[src/rtl/ripple_carry_adder.sv]
// WIDTH-bit ripple-carry adder with a registered sum/carry/overflow result and a valid strobe.
// Optional signed saturation of the registered sum is enabled by defining RIPPLECARRY_SAT_EN.
module ripple_carry_adder #(
  parameter int unsigned WIDTH = 4
) (
  input  logic             clk,
  input  logic             rst_n,
  input  logic             in_valid,
  input  logic [WIDTH-1:0] A,
  input  logic [WIDTH-1:0] B,
  input  logic             cin,
  output logic [WIDTH-1:0] y,
  output logic             cout,
  output logic             ovf,
  output logic             out_valid
);

  logic [WIDTH:0]   c;
  logic [WIDTH-1:0] s;
  logic             of;
  logic [WIDTH-1:0] res_y;

  logic [WIDTH-1:0] y_q, y_d;
  logic             cout_q, cout_d;
  logic             ovf_q, ovf_d;
  logic             valid_q, valid_d;

  assign c[0] = cin;

  for (genvar i = 0; i < WIDTH; i++) begin : g_fa
    assign s[i]   = A[i] ^ B[i] ^ c[i];
    assign c[i+1] = (A[i] & B[i]) | (c[i] & (A[i] ^ B[i]));
  end

  // For WIDTH = 1, c[WIDTH-1] is cin, so this also covers the single-bit case.
  assign of = c[WIDTH-1] ^ c[WIDTH];

`ifdef RIPPLECARRY_SAT_EN
  // Overflow implies equal operand MSBs; clamp toward the sign of A.
  always_comb begin
    res_y = s;
    if (of) begin
      res_y          = {WIDTH{~A[WIDTH-1]}};
      res_y[WIDTH-1] = A[WIDTH-1];
    end
  end
`else
  assign res_y = s;
`endif

  always_comb begin
    y_d     = y_q;
    cout_d  = cout_q;
    ovf_d   = ovf_q;
    valid_d = in_valid;
    if (in_valid) begin
      y_d    = res_y;
      cout_d = c[WIDTH];
      ovf_d  = of;
    end
  end

  always_ff @(posedge clk or negedge rst_n) begin
    if (!rst_n) begin
      y_q     <= '0;
      cout_q  <= 1'b0;
      ovf_q   <= 1'b0;
      valid_q <= 1'b0;
    end else begin
      y_q     <= y_d;
      cout_q  <= cout_d;
      ovf_q   <= ovf_d;
      valid_q <= valid_d;
    end
  end

  assign y         = y_q;
  assign cout      = cout_q;
  assign ovf       = ovf_q;
  assign out_valid = valid_q;

endmodule

[config.mk]
export PLATFORM = sky130hd
export DESIGN_NAME = ripple_carry_adder
export DESIGN_NICKNAME = d
export VERILOG_FILES = /design/src/rtl/ripple_carry_adder.sv
export SDC_FILE = /design/constraint.sdc
export NUM_CORES = 1
export LEC_CHECK = 0
export CAP_MARGIN = 10
export CORE_AREA = 2 2 39 41
export CTS_BUF_LIST = sky130_fd_sc_hd__clkbuf_8
export CTS_CLUSTER_SIZE = 40
export DETAILED_ROUTE_END_ITERATION = 10
export DIE_AREA = 0 0 41 43
export PLACE_DENSITY = 0.69
export SLEW_MARGIN = 5
export SYNTH_ARGS = -nofsm -noshare
export SYNTH_HDL_FRONTEND = slang
export SYNTH_SLANG_ARGS = --single-unit
export TNS_END_PERCENT = 1
[constraint.sdc]
create_clock -name clk -period 0.8 [get_ports clk]
set_input_delay 0.2 -clock clk [delete_from_list [all_inputs] [get_ports clk]]
set_output_delay 0.2 -clock clk [all_outputs]
set_load 0.05 [all_outputs]
==> impl_metrics.tcl, run 1 <==
set metrics [dict create \
    crit_buf_inv 4 \
    antenna_found_initial 0 \
    clk_path_buf_depth 2 \
    drv_cap 0 \
    syn_inst 29 \
    critPathLaunch "A[0]" \
    fin_util 0.529 \
    synth_warnings 0 \
    wl_per_cell_microns 10.3 \
    crit_chain "buf_6, fa_2, inv_2, fa_2, inv_2, fa_2, inv_2, fa_2, xnor2_2, mux2_4" \
    dieHeight_microns 43 \
    worstSetupPathType "in2reg" \
    cts_tree "done" \
    syn-num-nets 45 \
    critical_path.endpoint_type "register" \
    seq_area_frac_synth 0.452 \
    rsz0062_at_grt "true" \
    cts.sinks 7 \
    finalSetupViolCount 13 \
    hp-class "in2async" \
    dr.first_iter.drc_count 1 \
    clk_latency_ns 0.22 \
    dp_slack_ns -1.68 \
    cellLeakagePower_nw 0.367 \
    synth_area_per_cell_sq_um 13.4 \
    vias_per_cell 4.03 \
    synth_area_sq_um 388 \
    yosys_register_bits 7 \
    slew_headroom 0.788 \
    r2r-end "ovf" \
    startpoint_type "input pin" \
    critPathCapture "ovf" \
    slew_violations 0 \
    ctsHoldBuffers 0 \
    ios 19 \
    grt_pass1_wl_microns 1210 \
    synth_largest_area_cell "dfrtp_1" \
    grt_max_degree 8 \
    clockRootBuffer "clkbuf_8" \
    grt_overflow 0 \
    setup_tns_ns -5.12 \
    reg2reg_depth 1 \
    critPathMaxStageDelay_ns 0.37 \
    fmaxAchievable_mhz 560 \
    final_cell_mix "inv_1, dfrtp_1, buf_12, clkdlybuf4s50_1" \
    first_pass_iters 4 \
    worst_slew_pin_slew_ns 0.317 \
    period_minus_slack_ns 1.79 \
    total_power_w 0.00177 \
    gp_congestion 0.721 \
    portBuffers 18 \
    cts.htree.levels 1 \
    critical-path-top-delay-family "adder cells" \
    cts_buffers 3 \
    die_area_sq_um 1760 \
    fin_ws_ns -0.987 \
    timing_hold_violations_final 0 \
    fp.dieW_microns 41 \
    critPathSlowestCell "fa_2" \
    grt_usage 0.107 \
    syn_to_final_growth_pct 88.7 \
    ir_drop_uv 977 \
    route.vias.total 278 \
    antenna_left 0 \
    powerDensity_nw_per_um2 2410 \
    status "complete, but fails checks" \
    cp.depth 10 \
    synth_top_area_frac 0.452 \
    drc 0 \
    r2r_start "ovf" \
    initial_core_util 0.280 \
    path_common_cell "fa_2" \
    finalNetCount 70 \
    drive_above_1_share 0.528 \
    grt_pass1_vias 308 \
    cp_data_required_time_ns 0.90 \
    fin_worst_skew_ns 0 \
    routed_wl_microns 713 \
    synth_top_cells_by_area "dfrtp_1, fa_1, mux2_4" \
    coreArea_sq_um 1380 \
    cp_max_fo 2 \
    yosysUniqueCellTypes 7 \
    crit_arrival_ns 1.89 \
    diodes 0 \
    reg2reg_slack_ns -0.01 \
    period_share 2.23 \
    clk_pin_slew_ns 0.04 \
    failed_checks "negative setup slack" \
    rows 14 \
]
## repair_timing
action | CTS | global route
setup endpoints to repair | 14 | 13
pin swaps | 5 | 3
resized for setup | 25 | 0
setup buffers | 1 | 1
## cells by family after synthesis
group      share of synthesized area
flops                          0.452
mux                            0.194
buf+inv                        0.126
fa+ha+maj                      0.206
xor+xnor                      0.0226
## through the flow
| stage | cell area [sq um] | std cells | hold slack, ns |
|---|---|---|---|
| finish | 732 | 69 | 0.239 |
| global route | 732 | 69 | 0.263 |
| CTS | 724 | 68 | 0.249 |
| detailed placement | 659 | 63 | 0.485 |
| global placement | 659 | 63 | 0.478 |
| floorplan | 393 | 29 | -0.0956 |
## where the power goes
group	internal, W	switching (W)	total [W]
combinational	0.000420	0.000368	0.000788
clock	0.000331	0.000148	0.000479
sequential	0.000425	0.0000731	0.000498
total	0.00118	0.000589	0.00177
## worst min path at each step
stage          startpoint  endpoint  slack, ns  depth (start not counted)
6_report            rst_n      y[0]       0.24                          1
3_5_place_dp        rst_n      y[0]       0.49                          1
5_1_grt             rst_n      y[1]       0.26                          1
4_1_cts             rst_n      y[1]       0.25                          1
3_3_place_gp        rst_n      y[0]       0.48                          1
2_1_floorplan       rst_n      cout       -0.1                          0
## final cells by class
| type | instances | area (sq um) |
|---|---|---|
| Clock inverter | 1 | 3.75 |
| Fill cell | 121 | 652 |
| Timing Repair Buffer | 21 | 273 |
| Tap cell | 16 | 20.0 |
| Clock buffer | 3 | 41.3 |
| Sequential cell | 7 | 175 |
| Multi-Input combinational cell | 11 | 181 |
| Inverter | 10 | 37.5 |
## sequential cells by signal, summed over array words and instances (netlist names)
signal and count:
y 4, cout 1, ovf 1, out_valid 1
## synthesized netlist by cell type, drive strengths merged
master  instances
mux2i           3
dfrtp           7
inv            10
xnor2           1
fa              4
buf             1
mux2            3
## layer usage
| layer | part of all wire | GRT usage | wire (microns) | up-vias |
|---|---|---|---|---|
| met5 | 0 | 0 | 0 | - |
| met4 | 0.020 | 0.0800 | 14 | 0 |
| met3 | 0.029 | 0.0157 | 21 | 2 |
| met2 | 0.58 | 0.169 | 411 | 8 |
| met1 | 0.37 | 0.121 | 265 | 136 |
| li1 | - | - | - | 132 |
Power figures use the tool's default switching activity.
==> inputs of run 2 (changes only) <==
--- a/config.mk
+++ b/config.mk
@@ -5,13 +5,13 @@
 export SDC_FILE = /design/constraint.sdc
 export NUM_CORES = 1
 export LEC_CHECK = 0
-export CAP_MARGIN = 10
+export CAP_MARGIN = 15
 export CORE_AREA = 2 2 39 41
 export CTS_BUF_LIST = sky130_fd_sc_hd__clkbuf_8
 export CTS_CLUSTER_SIZE = 40
 export DETAILED_ROUTE_END_ITERATION = 10
 export DIE_AREA = 0 0 41 43
-export PLACE_DENSITY = 0.69
+export PLACE_DENSITY = 0.67
 export SLEW_MARGIN = 5
 export SYNTH_ARGS = -nofsm -noshare
 export SYNTH_HDL_FRONTEND = slang
==> constraint.sdc (replaced) <==
create_clock -name clk -period 2.1 [get_ports clk]
set_input_delay 0.525 -clock clk [delete_from_list [all_inputs] [get_ports clk]]
set_output_delay 0.525 -clock clk [all_outputs]
set_load 0.05 [all_outputs]
==> run 2 against run 1 <==
The run now ends clean. Via count down 6.5%. Core utilization down 7.1 points. Sequential power decreased by 65%. First-iteration DRC count shrank 100%. Critical path depth shrank 1.
==> impl_metrics.tcl, run 2 (synthesized netlist as in run 1, its figures left out) <==
set metrics [dict create \
    cts_buffers 3 \
    grt_usage 0.112 \
    die_area_sq_um 1760 \
    initial_core_util 0.280 \
    detailed_place.area_sq_um 589 \
    cts.htree.levels 1 \
    crit_chain "buf_6, fa_2, inv_2, fa_2, inv_2, fa_2, inv_2, fa_2, mux2i_1" \
    timing_hold_violations_final 0 \
    status "completed" \
    period_share 0.989 \
    ctsHoldBuffers 0 \
    critical_path.endpoint_type "register" \
    fp.dieW_microns 41 \
    clk_latency_ns 0.22 \
    crit_arrival_ns 2.22 \
    path_common_cell "fa_2" \
    drive_above_1_share 0.353 \
    antenna_found_initial 0 \
    syn_to_final_growth_pct 63.5 \
    final_area_sq_um 634 \
    antenna_left 0 \
    ir_drop_uv 322 \
    critical-path-top-delay-family "adder cells" \
    worst_slew_pin_slew_ns 0.512 \
    grt_pass1_vias 273 \
    cts.sinks 7 \
    fill_cells 140 \
    clk_pin_slew_ns 0.04 \
    vias_per_cell 3.88 \
    cts_tree "done" \
    slew_violations 0 \
    grt_pass1_wl_microns 1180 \
    critPathSlowestCell "fa_2" \
    drv_cap 0 \
    drc 0 \
    largest_register_ffs 4 \
    fmaxAchievable_mhz 481 \
    critPathMaxStageDelay_ns 0.42 \
    fin_hold_ws_ns 0.514 \
    final_common_cell "clkdlybuf4s50_1" \
    hp-class "reg2reg" \
    grt_overflow 0 \
    gp_congestion 0.675 \
    startpoint_type "input pin" \
    worstSetupPathType "in2reg" \
    setup_tns_ns 0 \
    fin_worst_skew_ns 0 \
    finalNetCount 68 \
    ios 19 \
    finalSetupViolCount 0 \
    cp_data_required_time_ns 2.24 \
    cellLeakagePower_nw 0.310 \
    portBuffers 18 \
    dieHeight_microns 43 \
    powerDensity_nw_per_um2 933 \
    coreArea_sq_um 1380 \
    crit_buf_inv 4 \
    clockRootBuffer "clkbuf_8" \
    clk_path_buf_depth 2 \
    dpl.hpwl_microns 580 \
    grt_max_degree 8 \
    period_minus_slack_ns 2.08 \
    routed_wl_microns 675 \
    slew_headroom 0.657 \
    diodes 0 \
    dr.first_iter.drc_count 0 \
    rsz0062_at_grt "true" \
    route.vias.total 260 \
    first_pass_iters 1 \
    wl_per_cell_microns 10.1 \
    rows 14 \
    cp_max_fo 2 \
    final_cell_mix "clkdlybuf4s50_1, inv_1, dfrtp_1, inv_2, fa_2" \
]
==> run 2: final timing paths <==
check,depth (start not counted),end,slack [ns],start
min,2,y[3],0.51,y[3]
max reg2reg,1,y[0],1.34,y[0]
max in group asynchronous,1,cout,1.30,rst_n
min in group asynchronous,1,y[1],0.56,rst_n
min reg2reg,2,y[3],0.51,y[3]
max,9,y[3],0.02,cin
==> run 2: per-layer routing <==
layer / up-vias / share of wire / wire length [microns] / GRT usage
met4: 0 / 0.040 / 27 / 0.120
met1: 124 / 0.37 / 248 / 0.131
met5: - / 0 / 0 / 0
li1: 125 / - / - / -
met2: 9 / 0.54 / 363 / 0.138
met3: 2 / 0.052 / 35 / 0.0471
==> run 2: timing repair <==
action,in CTS,in global routing
endpoints found under the setup margin,4,2
pin swaps,5,4
gates resized for setup,22,0
buffers inserted,0,0
==> run 2: area by class of cell <==
cell class	count	area, sq um	share of cell area
multi-input combinational	11	174	0.274
clock buffer	3	41.3	0.0651
clock inverter	1	3.75	0.00592
sequential	7	175	0.276
inverter	10	37.5	0.0592
timing repair buffer	19	183	0.288
tap	16	20.0	0.0316
==> run 2: power breakdown <==
part	switching, W	internal, W
Combinational	0.000137	0.0000989
Clock	0.0000548	0.000126
Sequential	0.0000132	0.000162
Total	0.000205	0.000387
==> run 2: stage by stage <==
stage	setup slack, ns	power, W	instances	utilization
4_1_cts	-0.0453	0.000600	67	0.458
5_1_grt	-0.0450	0.000627	67	0.458
6_report	0.0229	0.000592	67	0.458
2_1_floorplan	-0.116	0.000325	29	-
3_3_place_gp	-0.652	0.000412	63	0.426
3_5_place_dp	-0.683	0.000415	63	0.426
